## config.mk

```make
export PLATFORM = sky130hd
export DESIGN_NAME = video_timing_ctrl
export DESIGN_NICKNAME = d
export VERILOG_FILES = /design/src/rtl/video_timing_pkg.sv /design/src/rtl/sync_delay_line.sv /design/src/rtl/video_timing_ctrl.sv
export SDC_FILE = /design/constraint.sdc
export NUM_CORES = 1
export LEC_CHECK = 0
export BUFFER_PORTS_ARGS = -buffer_cell sky130_fd_sc_hd__buf_2
export CAP_MARGIN = 30
export CORE_ASPECT_RATIO = 0.9
export CORE_UTILIZATION = 48
export DETAILED_ROUTE_END_ITERATION = 8
export PLACE_DENSITY_LB_ADDON = 0.1
export REMOVE_ABC_BUFFERS = 1
export SYNTH_ARGS = -nofsm -noshare
export SYNTH_HDL_FRONTEND = slang
export SYNTH_SLANG_ARGS = --single-unit
```

## constraint.sdc

```tcl
create_clock -name hdmi_clk -period 1.79 [get_ports hdmi_clk]
set_input_delay 0.4475 -clock hdmi_clk [delete_from_list [all_inputs] [get_ports hdmi_clk]]
set_output_delay 0.4475 -clock hdmi_clk [all_outputs]
set_load 0.005 [all_outputs]
```

## src/rtl/video_timing_pkg.sv

```systemverilog
// Shared types and constants for the HDMI raster timing sequencer.
package video_timing_pkg;

    typedef enum logic {
        IDLE = 1'b0,
        RUN  = 1'b1
    } state_t;

    localparam int unsigned CNT_W = 11;

    // Bit positions inside the { display_enable, vsync, hsync } bundle.
    localparam int unsigned SB_W  = 3;
    localparam int unsigned SB_DE = 2;
    localparam int unsigned SB_VS = 1;
    localparam int unsigned SB_HS = 0;

    // 640x480@60 raster.
    localparam int unsigned VGA_H_ACTIVE = 640;
    localparam int unsigned VGA_H_FP     = 16;
    localparam int unsigned VGA_H_SYNC   = 96;
    localparam int unsigned VGA_H_BP     = 48;
    localparam int unsigned VGA_V_ACTIVE = 480;
    localparam int unsigned VGA_V_FP     = 10;
    localparam int unsigned VGA_V_SYNC   = 2;
    localparam int unsigned VGA_V_BP     = 33;

endpackage

```

## src/rtl/sync_delay_line.sv

```systemverilog
// Fixed-depth shift register with a reset pattern; DEPTH=0 is a wire.
module sync_delay_line #(
    parameter int unsigned  W       = 3,
    parameter int unsigned  DEPTH   = 2,
    parameter logic [W-1:0] RST_VAL = '0
) (
    input  logic         i_clk,
    input  logic         i_rst_n,
    input  logic [W-1:0] i_d,
    output logic [W-1:0] o_q
);

    generate
        if (DEPTH == 0) begin : g_bypass
            assign o_q = i_d;
        end else begin : g_pipe
            logic [W-1:0] r_stage [DEPTH];

            always_ff @(posedge i_clk or negedge i_rst_n) begin
                if (!i_rst_n) begin
                    for (int unsigned i = 0; i < DEPTH; i++) begin
                        r_stage[i] <= RST_VAL;
                    end
                end else begin
                    r_stage[0] <= i_d;
                    for (int unsigned i = 1; i < DEPTH; i++) begin
                        r_stage[i] <= r_stage[i-1];
                    end
                end
            end

            assign o_q = r_stage[DEPTH-1];
        end
    endgenerate

endmodule

```

## src/rtl/video_timing_ctrl.sv

```systemverilog
// Raster timing sequencer: h/v counters, frame-boundary start/stop FSM,
// pixel request decode and a latency-matched sync bundle for the encoder.
module video_timing_ctrl
    import video_timing_pkg::*;
#(
    parameter int unsigned H_ACTIVE  = VGA_H_ACTIVE,
    parameter int unsigned H_FP      = VGA_H_FP,
    parameter int unsigned H_SYNC    = VGA_H_SYNC,
    parameter int unsigned H_BP      = VGA_H_BP,
    parameter int unsigned V_ACTIVE  = VGA_V_ACTIVE,
    parameter int unsigned V_FP      = VGA_V_FP,
    parameter int unsigned V_SYNC    = VGA_V_SYNC,
    parameter int unsigned V_BP      = VGA_V_BP,
    parameter logic        HSYNC_POL = 1'b0,
    parameter logic        VSYNC_POL = 1'b0,
    parameter int unsigned PIPE_LAT  = 2
) (
    input  logic             hdmi_clk,
    input  logic             reset_n,
    input  logic             enable,
    output logic             running,
    output logic             pixel_req,
    output logic [CNT_W-1:0] x,
    output logic [CNT_W-1:0] y,
    output logic             line_start,
    output logic             frame_start,
    output logic [SB_W-1:0]  hve_sync
);

    localparam int unsigned H_TOTAL = H_ACTIVE + H_FP + H_SYNC + H_BP;
    localparam int unsigned V_TOTAL = V_ACTIVE + V_FP + V_SYNC + V_BP;
    localparam int unsigned HS_BEG  = H_ACTIVE + H_FP;
    localparam int unsigned HS_END  = HS_BEG + H_SYNC;
    localparam int unsigned VS_BEG  = V_ACTIVE + V_FP;
    localparam int unsigned VS_END  = VS_BEG + V_SYNC;

    localparam logic [SB_W-1:0] IDLE_PAT = {1'b0, ~VSYNC_POL, ~HSYNC_POL};

    state_t           r_state;
    state_t           w_state_nxt;
    logic [CNT_W-1:0] r_h;
    logic [CNT_W-1:0] r_v;
    logic [CNT_W-1:0] w_h_nxt;
    logic [CNT_W-1:0] w_v_nxt;
    logic             w_run;
    logic             w_h_last;
    logic             w_v_last;
    logic             w_de;
    logic             w_hs_act;
    logic             w_vs_act;
    logic [SB_W-1:0]  w_sync;

    always_ff @(posedge hdmi_clk or negedge reset_n) begin
        if (!reset_n) begin
            r_state <= IDLE;
            r_h     <= '0;
            r_v     <= '0;
        end else begin
            r_state <= w_state_nxt;
            r_h     <= w_h_nxt;
            r_v     <= w_v_nxt;
        end
    end

    assign w_h_last = (r_h == CNT_W'(H_TOTAL - 1));
    assign w_v_last = (r_v == CNT_W'(V_TOTAL - 1));

    // enable is only consulted on entry from IDLE and on the last clock of a frame.
    always_comb begin
        w_state_nxt = r_state;
        w_h_nxt     = r_h;
        w_v_nxt     = r_v;
        case (r_state)
            IDLE: begin
                w_h_nxt = '0;
                w_v_nxt = '0;
                if (enable) begin
                    w_state_nxt = RUN;
                end
            end
            RUN: begin
                if (w_h_last) begin
                    w_h_nxt = '0;
                    if (w_v_last) begin
                        w_v_nxt = '0;
                        if (!enable) begin
                            w_state_nxt = IDLE;
                        end
                    end else begin
                        w_v_nxt = r_v + CNT_W'(1);
                    end
                end else begin
                    w_h_nxt = r_h + CNT_W'(1);
                end
            end
            default: begin
                w_state_nxt = IDLE;
                w_h_nxt     = '0;
                w_v_nxt     = '0;
            end
        endcase
    end

    assign w_run    = (r_state == RUN);
    assign w_de     = w_run && (32'(r_h) < H_ACTIVE) && (32'(r_v) < V_ACTIVE);
    assign w_hs_act = w_run && (32'(r_h) >= HS_BEG) && (32'(r_h) < HS_END);
    assign w_vs_act = w_run && (32'(r_v) >= VS_BEG) && (32'(r_v) < VS_END);

    always_comb begin
        w_sync        = IDLE_PAT;
        w_sync[SB_DE] = w_de;
        w_sync[SB_VS] = w_vs_act ? VSYNC_POL : ~VSYNC_POL;
        w_sync[SB_HS] = w_hs_act ? HSYNC_POL : ~HSYNC_POL;
    end

    assign running     = w_run;
    assign pixel_req   = w_de;
    assign x           = r_h;
    assign y           = r_v;
    assign line_start  = w_run && (r_h == '0) && (32'(r_v) < V_ACTIVE);
    assign frame_start = w_run && (r_h == '0) && (r_v == '0);

    // Keeps the sync bundle aligned with RGB returned by the pixel source.
    sync_delay_line #(
        .W       (SB_W),
        .DEPTH   (PIPE_LAT),
        .RST_VAL (IDLE_PAT)
    ) u_sync_dly (
        .i_clk   (hdmi_clk),
        .i_rst_n (reset_n),
        .i_d     (w_sync),
        .o_q     (hve_sync)
    );

endmodule

```

# == Word-level counts from Yosys, hierarchy flattened ==
# Cells that the tools add are included.
# totals
reg_bits,29
latchBits,0
ramBits,0
rom_bits,0
wordCells,39
mem_count,0
# classes
add_sub_neg,2
n_mul,0
div,0
order_cmp,6
n_eq_ne,3
n_shift,0
muxes,11
bitwise_logic,1
n_reduce_logical,11
# op_table
op,count
11-bit case mux with 2 select lines,2
11-bit 2-to-1 mux,3
"11-bit by 1-bit adder with 11-bit output, second input constant",2
"11-bit by 10-bit equality test with 1-bit output, second input constant",2
11-bit logical NOT,2
"11-bit by 10-bit less-than comparator with 1-bit output, second input constant",2
"11-bit by 9-bit less-than comparator with 1-bit output, second input constant",2
"11-bit by 10-bit greater-or-equal comparator with 1-bit output, second input constant",1
"11-bit by 9-bit greater-or-equal comparator with 1-bit output, second input constant",1
1-bit logical AND,9
1-bit 2-to-1 mux,5
"2-bit by 1-bit inequality test with 1-bit output, second input constant",1
1-bit case mux with 2 select lines,1
1-bit NOT,1

# == Longest topological paths before layout ==
# Gate-level depths: netlist (run 1).
# logic_depth
depth_word,4
mapped_depth,7
ltp_nobuf,6

# == Modules after synthesis ==
# From an unflattened synthesis (run 1), not the netlist that was laid out.
# unflattened
cells_unflattened,157
hier_area_um2,1564.0
# by_module_without_submodules
module,instances,cells_per_inst,area_per_inst_um2,seq_area_each_um2
video_timing_ctrl,1,148,1386.3,575.6
sync_delay_line,1,9,177.7,155.1

# == Worst setup path before layout (run 1) ==
# OpenSTA, ideal clock, no wires.
# synth_path
path_kind,register to register
startpoint,register r_h[0] (netlist: x[0])
endpoint,register r_v[8] (netlist: y[8])
setup_ns,0.065
t_arrival_ns,1.837
setup_slack_ns,-0.112
path_stages_with_launch,7
n_path_buf,1
period_less_slack_ns,1.902
cell_sequence,dfrtp_1 > ha_1 > nand4_2 > or4_1 > buf_2 > o311ai_2 > o21a_1
# synth_between
elab_chain_cells,2
# synth_rtl
item,line,rtl
"start, declared",video_timing_ctrl.sv:41,logic [CNT_W-1:0] r_h;
"start signal, assigned",video_timing_ctrl.sv:60,r_h <= w_h_nxt;
11-bit by 10-bit equality test with 1-bit output,video_timing_ctrl.sv:65,assign w_h_last = (r_h == CNT_W'(H_TOTAL - 1));
2-bit by 1-bit inequality test with 1-bit output (no line),--,
"end signal, assigned",video_timing_ctrl.sv:61,r_v <= w_v_nxt;
"end, declared",video_timing_ctrl.sv:42,logic [CNT_W-1:0] r_v;
# No other way between the ends.
# A chain may end at the register's enable or synchronous reset.

# == Worst setup path after layout (run 1) ==
# layout_path
startpoint,register r_h[1] (netlist: x[1])
endpoint,output port line_start
# layout_between
elab_chain_cells,3
# layout_rtl
item,line,rtl
11-bit logical NOT,video_timing_ctrl.sv:120,assign line_start = w_run && (r_h == '0) && (32'(r_v) < V_ACTIVE);
1-bit logical AND (2 in series),video_timing_ctrl.sv:120,
"end, declared",video_timing_ctrl.sv:25,"output logic line_start,"
# No other way between the ends.

==> results of run 1 <==
[cell families (layout without fill, tap and decap cells)]
logic type | Yosys count | in the layout | share of synthesized area [%]
mux | 1 | 1 | 0.7240
compound gates | 27 | 28 | 12.47
xor+xnor | 7 | 7 | 3.942
simple gates | 70 | 70 | 27.11
fa+ha+maj | 5 | 5 | 4.023
buf+inv | 14 | 82 | 4.747
flops | 29 | 29 | 46.98
[report_power, final]
part           total (mW)  switching (mW)  internal (mW)
clock               0.382           0.226          0.156
sequential          0.655               0          0.655
combinational      0.0138          0.0120        0.00183
[state kept, by name, summed over array words and instances (netlist names)]
register	count
y	11
u_sync_dly.o_q	3
running	1
u_sync_dly.g_pipe.r_stage	3
x	11
[synthesized netlist by cell type (all sizes together), types with 5 or more instances]
library cell  number
nor2               9
a21oi              7
or3                7
ha                 5
nand3              5
inv                6
nor4               6
and4               5
o21ai              8
nand4              6
nand2              8
dfrtp             25
buf                6
[per-layer routing]
metal / track usage, % / vias up / routed length, µm / part of all wire (%)
met4: 13.33 / 0 / 112 / 2.7
met3: 6.047 / 13 / 180 / 4.3
met5: 0 / - / 0 / 0
li1: - / 697 / - / -
met1: 37.71 / 726 / 1913 / 46
met2: 39.82 / 54 / 1989 / 47
[worst max path at each step]
stage | start | endpoint | slack (ns) | cells past startpoint
after global routing | x[4]$_DFF_PN0_ | frame_start | -0.41 | 4
after global placement | x[0]$_DFF_PN0_ | frame_start | -0.08 | 7
after CTS | x[1]$_DFF_PN0_ | frame_start | -0.33 | 7
after floorplan | x[0]$_DFF_PN0_ | y[10]$_DFFE_PN0P_ | -0.67 | 5
final | x[1]$_DFF_PN0_ | line_start | -0.32 | 7
after detailed placement | x[1]$_DFF_PN0_ | y[9]$_DFFE_PN0P_ | -0.11 | 5
[stage by stage]
step,power (mW),hold WS (ns)
after detailed placement,0.6827,0.3465
final,1.051,0.1188
after CTS,1.059,0.1353
after global routing,1.096,0.1581
after floorplan,0.6681,0.1519
after global placement,0.6827,0.3421
[worst register-to-register path, cell delays in order (launching register included)]
cell and delay (ns):
sky130_fd_sc_hd__dfrtp_1 0.37, sky130_fd_sc_hd__buf_4 0.11, sky130_fd_sc_hd__buf_4 0.10, sky130_fd_sc_hd__ha_1 0.20
sky130_fd_sc_hd__nand4_4 0.12, sky130_fd_sc_hd__buf_6 0.16, sky130_fd_sc_hd__o41ai_4 0.33, sky130_fd_sc_hd__buf_4 0.20
sky130_fd_sc_hd__o31ai_1 0.07, sky130_fd_sc_hd__a22o_1 0.20
[area by class of cell]
class                           count  share of cell area [%]
Multi-Input combinational cell    111                   40.26
Timing Repair Buffer               68                   20.67
Sequential cell                    29                   33.33
Clock buffer                        8                   2.215
Inverter                            6                   1.136
Tap cell                           42                   2.385
[repair_timing]
action,4_1_cts,5_1_grt
endpoints found under the hold margin,0,0
resized for setup,23,10
endpoints found under the setup margin,14,21
buffers inserted,8,3
pin swaps,7,2
hold buffers,0,0
gates cloned,1,0
==> metrics.md, run 1 <==
| Metric | Value |
|---|---|
| Unique masters post-synth | 39 |
| Worst reg2reg startpoint | x[0]$_DFF_PN0_ |
| Worst slack at placement | -0.1053 ns |
| Clock tree root driver cell | sky130_fd_sc_hd__clkbuf_4 |
| Power density normalized to cell area | 476.8 mW/mm² |
| Outcome | finished with violations |
| Netlist Area Pre-Place | 0.001555 mm² |
| PnR worst setup slack | -0.3210 ns |
| Max-cap check violation count | 0 |
| Top flip-flop cell by instance count after synthesis | sky130_fd_sc_hd__dfrtp_1 |
| Relative slew slack | 58.45% |
| Total count of hold-check failures in the final report | 0 |
| Area Growth Syn to Fin | 41.67% |
| Post-synth top area share | 40.23% |
| Fraction of the yosys area taken by sequential cells | 46.98% |
| Placer's final routability congestion estimate | 0.8482 |
| Leading cell types in the layout, fill and taps excluded | sky130_fd_sc_hd__buf_2, sky130_fd_sc_hd__buf_4, sky130_fd_sc_hd__dfrtp_1 |
| H-tree depth | 2 |
| Post-Route WL | 4196 µm |
| Initial antenna violation count | 0 |
| Number of rows created at floorplan | 19 |
| Cell type of the slowest stage on the worst timing path | sky130_fd_sc_hd__dfrtp_1 |
| Leading area contributor after synthesis | sky130_fd_sc_hd__dfrtp_1 |
| Fin. max-slew vios | 0 |
| Diode count | 0 |
| Maximum fanout count along the critical path | 2 |
| Number of global-route vias before repair | ~1500 |
| Max incr delay on CP | 0.40 ns |
| Start-to-end type of the worst setup path | flip-flop to output pin |
| Die Span X | 62 µm |
| Endpoint type of the worst setup path | output pin |
| Number of port buffers | 31 |
| Gate Count Post-Synth | 153 |
| Via count | 1490 |
| Share of post-route cells with drive strength above 1 | 45.50% |
| Routed wirelength normalized by instance count | 15.89 µm |
| Critical path launch point type | flip-flop |
| Worst-path clk slew | 0.09 ns |
| Seq cells post-synth | 29 |
| CTS tree | built |
| Crit path cell chain | buf_6 -> inv_4 -> ha_4 -> nor2b_4 -> nand4_1 -> nor4_2 -> buf_2 |
| Post-synthesis area per instance | 10.16 µm² |
| R2R depth | 9 |
| Placed insts | 244 |
| Final min period | 2.111 ns |
| Worst endpoint required time | between 1 and 1.5 ns |
| Area taken by multi-input logic gates | 887.1 µm² |
| Utilization of the core after routing | 71.85% |
| Count of TritonRoute iterations in the first routing pass | 4 |
| # fillers | 228 |
| Largest voltage drop on the vdd net | 0.3822 mV |
| DRC | 0 |
| Worst clock skew | approximately 0.0034 ns |
| HPWL Detailed | 2754 µm |
| Standard cell core area | between 0.003 and 0.004 mm² |
| Post-synth EDFFs | 0 |
| Post-synth ARST share | 100.0% |
| Buffer levels on the longest clock path | 2 |
| Number of vias per cell | 5.644 |
| Post-Layout Cell Count | between 200 and 300 |
| Transition time at the pin with the least slew margin | 0.6233 ns |
| Post-layout net count | 229 |
| Initial Utilization | 50.71% |
| Die outline area | 0.003472 mm² |
| Largest delay share family, worst path | simple AND/OR/NAND/NOR gates |
| Violated checks | negative setup slack |
| Clock insertion delay at the later pin of the skew report | 0.33 ns |
| Final worst-path cycle share | 117.9% |
| Global-route wire length before repair | 6872 µm |
| Reg2Reg Setup Slack | -0.19 ns |
| Largest net degree at the start of global routing | 30 |
| Leakage | slightly above 1 nW |
| Sequential cell area | roughly 730 µm² |
| Clock sink total | 29 |
| Number of buffers and inverters on the critical path | 3 |
| RR Endpoint | y[10]$_DFFE_PN0P_ |
| Number of warnings issued by yosys | 0 |
| Die Height | about 56 µm |
| Number of ports placed on the die boundary | 32 |
| Setup repair after global routing missed its margin | true |
| Cell area after layout | 0.002203 mm² |
| Count of nets left with antenna violations after detail routing | 0 |
| Max Fclk | 473.7 MHz |
| Worst endpoint data arrival time | between 1.5 and 2 ns |
| Synth area leaders | sky130_fd_sc_hd__dfrtp_1, sky130_fd_sc_hd__dfstp_2, sky130_fd_sc_hd__ha_1 |
| Detailed router's first-iteration violation count | 81 |
| Type of the tightest min-delay check | primary input to asynchronous set/reset pin |
| Inserted Clock Buffers | 5 |
| # setup viols final | 15 |
| Gr ovfl total | 0 |
| Setup Total Neg Slack | -2.190 ns |
| Post-DP Area | 0.001914 mm² |
| GR Util All Layers | 27.33% |
(Power assumes the default switching activity.)
==> inputs of run 2 (changes only) <==
TNS_END_PERCENT = 20   (was unset)
==> metrics.md, run 2 (synthesis results as in run 1) <==
| Metric | Value |
|---|---|
| Gr ovfl total | 0 (unchanged) |
| Largest net degree at the start of global routing | 30 (unchanged) |
| Maximum fanout count along the critical path | 4 (was 2) |
| Number of buffers added to fix hold violations after cts | 0 (unchanged) |
| Clock insertion delay at the later pin of the skew report | 0.33 ns (about the same) |
| Power density normalized to cell area | 489.1 mW/mm² (was 476.8 mW/mm²) |
| Inserted Clock Buffers | 5 (unchanged) |
| DRC | 0 (unchanged) |
| Worst endpoint required time | 1.34 ns (about the same) |
| Die Height | 56 µm (unchanged) |
| R2R depth | 6 (was 9) |
| Routed wirelength normalized by instance count | 15.53 µm (was 15.89 µm) |
| Worst hold-check slack | 0.1235 ns (was 0.1188 ns) |
| Initial Utilization | 50.71% (unchanged) |
| Type of the tightest min-delay check | primary input to asynchronous set/reset pin (unchanged) |
| Number of rows created at floorplan | 19 (unchanged) |
| Initial antenna violation count | 0 (unchanged) |
| Clock tree root driver cell | sky130_fd_sc_hd__clkbuf_4 (unchanged) |
| # setup viols final | 10 (was 15) |
| Relative slew slack | 58.55% (was 58.45%) |
| Number of global-route vias before repair | 1435 (was 1472) |
| Leading cell type in the layout, fill and taps excluded | sky130_fd_sc_hd__buf_2 |
| Worst clock skew | 0.004690 ns (was 0.003370 ns) |
| Setup repair after global routing missed its margin | true (unchanged) |
| Endpoint type of the worst setup path | output pin (unchanged) |
| Count of TritonRoute iterations in the first routing pass | 4 (unchanged) |
| Number of vias per cell | 5.649 (was 5.644) |
| Standard cell core area | 0.003067 mm² (unchanged) |
| Worst-path clk slew | 0.09 ns (about the same) |
| Final min period | 2.104 ns (was 2.111 ns) |
| Start-to-end type of the worst setup path | flip-flop to output pin (unchanged) |
| Setup Total Neg Slack | -1.269 ns (was -2.190 ns) |
| Leakage | 0.9947 nW (was 1.010 nW) |
| Number of port buffers | 31 (unchanged) |
| Worst slack at placement | -0.1053 ns (unchanged) |
| Buffer levels on the longest clock path | 2 (unchanged) |
| Max Fclk | 475.3 MHz (was 473.7 MHz) |
| Detailed router's first-iteration violation count | 85 (was 81) |
| Area Growth Syn to Fin | 37.73% (was 41.67%) |
| Die Span X | 62 µm (unchanged) |
| Total chip power | 1.048 mW (was 1.051 mW) |
| PnR worst setup slack | -0.3141 ns (was -0.3210 ns) |
| Violated checks | negative setup slack (unchanged) |
| Number of ports placed on the die boundary | 32 (unchanged) |
| Diode count | 0 (unchanged) |
| Post-Route WL | 4023 µm (was 4196 µm) |
| Leading cell types in the layout, fill and taps excluded | sky130_fd_sc_hd__buf_2, sky130_fd_sc_hd__buf_4, sky130_fd_sc_hd__dfrtp_1 (unchanged) |
| Fin. max-slew vios | 0 (unchanged) |
| H-tree depth | 2 (unchanged) |
| Final worst-path cycle share | 117.5% (was 117.9%) |
| Critical path launch point type | flip-flop (unchanged) |
| Placer's final routability congestion estimate | 0.8482 (unchanged) |
| Max-cap check violation count | 0 (unchanged) |
| Total count of hold-check failures in the final report | 0 (unchanged) |
| Transition time at the pin with the least slew margin | 0.6218 ns (was 0.6233 ns) |
| Clock sink total | 29 (unchanged) |
| Worst endpoint data arrival time | 1.66 ns (about the same) |
| Largest voltage drop on the vdd net | 0.3793 mV (was 0.3822 mV) |
| Via count | 1463 (was 1490) |
| HPWL Detailed | 2754 µm (unchanged) |
| Global-route wire length before repair | 6624 µm (was 6872 µm) |
| Utilization of the core after routing | 69.85% (was 71.85%) |
| Count of nets left with antenna violations after detail routing | 0 (unchanged) |
| Share of post-route cells with drive strength above 1 | 45.16% (was 45.50%) |
| Outcome | finished with violations (unchanged) |
| GR Util All Layers | 26.06% (was 27.33%) |
| Post-layout net count | 224 (was 229) |
| Die outline area | 0.003472 mm² (unchanged) |
| # fillers | 242 (was 228) |
| CTS tree | built (unchanged) |
run 2: metal layers:
metal | GRT usage [%] | routed length, µm | vias to the layer above
met1 | 36.95 | 1829 | 715
met4 | 11.75 | 74 | 0
met3 | 7.209 | 195 | 9
li1 | - | - | 683
met5 | 0 | 0 | -
met2 | 36.47 | 1925 | 56
run 2: repair_timing:
action,in CTS,in global routing
endpoints found under the setup margin,14,16
pin swaps,10,4
resized for setup,17,12
endpoints found under the hold margin,0,0
buffers inserted,2,5
run 2: final timing paths:
check	startpoint	slack [ns]	to
max	x[0]$_DFF_PN0_	-0.31	line_start
min	reset_n	0.12	x[8]$_DFF_PN0_
max reg2reg	x[0]$_DFF_PN0_	-0.13	y[5]$_DFFE_PN0P_
min reg2reg	u_sync_dly.g_pipe.r_stage[4]$_DFF_PN1_	0.36	u_sync_dly.o_q[1]$_DFF_PN1_
max in group asynchronous	reset_n	1.22	y[6]$_DFFE_PN0P_
min in group hdmi_clk	enable	0.30	running$_DFF_PN0_
run 2: where the power goes:
| part | internal, mW | leakage, nW | switching [mW] |
|---|---|---|---|
| Combinational | 0.00183 | 0.612 | 0.0120 |
| Sequential | 0.655 | 0.356 | 0 |
| Clock | 0.156 | 0.0265 | 0.223 |
run 2: cell type report:
| type | count | area, µm² | area share (%) |
|---|---|---|---|
| inverters | 6 | 27.53 | 1.285 |
| multi-input cells | 110 | 860.8 | 40.19 |
| well taps | 42 | 52.55 | 2.453 |
| clock buffers | 8 | 48.80 | 2.278 |
| repair buffers | 64 | 417.9 | 19.51 |
| flip-flops and latches | 29 | 734.5 | 34.29 |
run 2: critical path, stage by stage, from the launching register on:
cell and delay [ns]:
sky130_fd_sc_hd__dfrtp_1 0.41, sky130_fd_sc_hd__buf_6 0.14, sky130_fd_sc_hd__inv_4 0.05, sky130_fd_sc_hd__ha_4 0.11, sky130_fd_sc_hd__nor2b_4 0.12, sky130_fd_sc_hd__nand4_1 0.16, sky130_fd_sc_hd__nor4_2 0.19, sky130_fd_sc_hd__buf_2 0.15
run 2: per-stage QoR:
stage | instances | instance area (µm²)
after CTS | 254 | 2063
final | 259 | 2142
after global routing | 259 | 2142
after detailed placement | 244 | 1914
after global placement | 244 | 1914
after floorplan | 145 | 1504
==> inputs of run 3 (changes only) <==
BUFFER_PORTS_ARGS = unset   (was -buffer_cell sky130_fd_sc_hd__buf_2)
CORE_UTILIZATION = 50   (was 48)
DONT_BUFFER_PORTS = 1   (was unset)
PLACE_DENSITY = 0.64   (was unset)
PLACE_DENSITY_LB_ADDON = unset   (was 0.1)
clock period = 2.2 ns   (was 1.79 ns; I/O delays follow)
==> metrics.md, run 3 (synthesis results as in run 1) <==
| Metric | Value |
|---|---|
| Buffer levels on the longest clock path | 2 (unchanged) |
| Worst-path clk slew | 0.09 ns (about the same) |
| HPWL Detailed | 2306 µm (was 2754 µm) |
| Routed wirelength normalized by instance count | 16.50 µm (was 15.53 µm) |
| DRC | 0 (unchanged) |
| Relative slew slack | 72.93% (was 58.55%) |
| Leakage | 0.7332 nW (was 0.9947 nW) |
| Global-route wire length before repair | 5333 µm (was 6624 µm) |
| Count of TritonRoute iterations in the first routing pass | 4 (unchanged) |
| Power density normalized to cell area | 557.6 mW/mm² (was 489.1 mW/mm²) |
| Final min period | 2.183 ns |
| Worst endpoint data arrival time | 1.63 ns (was 1.66 ns) |
| Initial Utilization | 54.81% (was 50.71%) |
| Setup repair after global routing missed its margin | true (unchanged) |
| Critical path launch point type | flip-flop (unchanged) |
| Clock insertion delay at the later pin of the skew report | 0.31 ns (was 0.33 ns) |
| Worst clock skew | 0.006222 ns (was 0.004690 ns) |
| Utilization of the core after routing | 62.52% (was 69.85%) |
| Final worst-path cycle share | 99.23% |
| Worst hold-check slack | 0.03484 ns (was 0.1235 ns) |
| Number of rows created at floorplan | 18 (was 19) |
| CTS tree | built (unchanged) |
| End point of the critical path | frame_start (was line_start) |
| Via count | 1194 (was 1463) |
| Type of the tightest min-delay check | primary input to asynchronous set/reset pin (unchanged) |
| Fin. max-slew vios | 0 (unchanged) |
| Post-Route WL | 3317 µm (was 4023 µm) |
| Die Height | 54.91 µm (was 56 µm) |
| Placer's final routability congestion estimate | 0.8304 (was 0.8482) |
| Worst endpoint required time | 1.65 ns (was 1.34 ns) |
| Area Growth Syn to Fin | 14.08% (was 37.73%) |
| Transition time at the pin with the least slew margin | 0.4060 ns (was 0.6218 ns) |
| Largest net degree at the start of global routing | 26 (was 30) |
| R2R depth | 6 (unchanged) |
| Share of post-route cells with drive strength above 1 | 22.98% (was 45.16%) |
| Max Fclk | between 400 and 500 MHz |
| Post-layout net count | 168 (was 224) |
| Standard cell core area | 0.002838 mm² (was 0.003067 mm²) |
| Beginning of the critical path | x[4]$_DFF_PN0_ (was x[0]$_DFF_PN0_) |
| Count of nets left with antenna violations after detail routing | 0 (unchanged) |
| Number of global-route vias before repair | 1115 (was 1435) |
| Start-to-end type of the worst setup path | flip-flop to output pin (unchanged) |
| Reg2Reg Setup Slack | 0.12 ns (was -0.13 ns) |
| PnR worst setup slack | 0.01702 ns (was -0.3141 ns) |
| H-tree depth | 2 (unchanged) |
| Detailed router's first-iteration violation count | 52 (was 85) |
| Global routing usage on met3 | 8.837% (was 7.209%) |
| Leading cell types in the layout, fill and taps excluded | sky130_fd_sc_hd__dfrtp_1, sky130_fd_sc_hd__nand2_1, sky130_fd_sc_hd__nor2_1, sky130_fd_sc_hd__o21ai_0 (was sky130_fd_sc_hd__buf_2, sky130_fd_sc_hd__buf_4, sky130_fd_sc_hd__dfrtp_1) |
| Outcome | finished clean (was finished with violations) |
| # setup viols final | 0 (was 10) |
| # fillers | 254 (was 242) |
| Clock tree root driver cell | sky130_fd_sc_hd__clkbuf_4 (unchanged) |
| Number of port buffers | 0 (was 31) |
| Leading cell type in the layout, fill and taps excluded | sky130_fd_sc_hd__dfrtp_1 (was sky130_fd_sc_hd__buf_2) |
| GR Util All Layers | 23.09% (was 26.06%) |
| RR Endpoint | y[5]$_DFFE_PN0P_ (unchanged) |
| Inserted Clock Buffers | 5 (unchanged) |
| Number of ports placed on the die boundary | 32 (unchanged) |
| Diode count | 0 (unchanged) |
| Die Span X | 60.79 µm (was 62 µm) |
| Initial antenna violation count | 0 (unchanged) |
| GRT met1 Usage | 29.60% (was 36.95%) |
| Met2 usage in global routing | 35.16% (was 36.47%) |
| Number of vias per cell | 5.940 (was 5.649) |
| Gr ovfl total | 0 (unchanged) |
| Die outline area | 0.003338 mm² (was 0.003472 mm²) |
| Worst slack at placement | 0.1386 ns (was -0.1053 ns) |
| Clock sink total | 29 (unchanged) |
| Busiest grt layer | met2 (was met1) |
| Worst reg2reg startpoint | x[0]$_DFF_PN0_ (unchanged) |
| Endpoint type of the worst setup path | output pin (unchanged) |
| Maximum fanout count along the critical path | 8 (was 4) |
| Total count of hold-check failures in the final report | 0 (unchanged) |
| Largest voltage drop on the vdd net | 0.3963 mV (was 0.3793 mV) |
| Max-cap check violation count | 0 (unchanged) |
run 3: changes by cell type in the layout (fill, tap and decap cells not counted), moves of 2 or more:
cell                       delta
sky130_fd_sc_hd__clkbuf_1     -2
sky130_fd_sc_hd__buf_4       -23
sky130_fd_sc_hd__nor4_1       +2
sky130_fd_sc_hd__buf_2       -31
sky130_fd_sc_hd__buf_6        -3
sky130_fd_sc_hd__nor4_2       -2
run 3: timing repair:
item | 4_1_cts | 5_1_grt
resized for setup | 3 | 13
hold endpoints to repair | 25 | 0
hold buffers | 1 | 0
pin swaps | 2 | 4
endpoints found under the setup margin | 2 | 11
buffers inserted | 1 | 0
run 3: worst min path at each step:
stage	from	to	slack (ns)	depth (start not counted)
after floorplan	reset_n	running$_DFF_PN0_	0.25	0
final	reset_n	x[2]$_DFF_PN0_	0.03	1
after global routing	reset_n	x[2]$_DFF_PN0_	0.006	1
after detailed placement	reset_n	x[8]$_DFF_PN0_	0.25	0
after global placement	reset_n	x[7]$_DFF_PN0_	0.25	0
after CTS	reset_n	x[9]$_DFF_PN0_	0.02	1
run 3: layout make-up:
| cell class | instances | area [µm²] | area share (%) |
|---|---|---|---|
| Clock buffer | 7 | 55.05 | 3.103 |
| Sequential cell | 29 | 734.5 | 41.40 |
| Tap cell | 40 | 50.05 | 2.821 |
| Inverter | 6 | 25.02 | 1.410 |
| Clock inverter | 1 | 30.03 | 1.693 |
| Multi-Input combinational cell | 110 | 803.3 | 45.28 |
| Timing Repair Buffer | 8 | 76.32 | 4.302 |
run 3: power by group:
| group | internal, mW | switching (mW) | total (mW) |
|---|---|---|---|
| combinational | 0.00400 | 0.00852 | 0.0125 |
| sequential | 0.533 | 0 | 0.533 |
| clock | 0.271 | 0.173 | 0.444 |
| total | 0.808 | 0.181 | 0.989 |
run 3: routing by layer:
| metal | routed length, µm | part of all wire [%] |
|---|---|---|
| met1 | 1575 | 47 |
| met2 | 1527 | 46 |
| met3 | 163 | 4.9 |
| met4 | 50 | 1.5 |
| met5 | 0 | 0 |
run 3: stage by stage:
step	setup TNS (ns)	cell area, µm²	power [mW]	cells
2_1_floorplan	-0.9723	1504	0.5436	145
3_3_place_gp	0	1607	0.5436	191
3_5_place_dp	0	1607	0.5436	191
4_1_cts	0	1734	1.005	201
5_1_grt	-0.2018	1774	1.036	201
6_report	0	1774	0.9893	201
run 3: critical path, cell delays in order (launching register included):
cell	delay (ns)
sky130_fd_sc_hd__dfrtp_2	0.48
sky130_fd_sc_hd__nor4_1	0.30
sky130_fd_sc_hd__nand4_1	0.22
sky130_fd_sc_hd__nor4_2	0.32
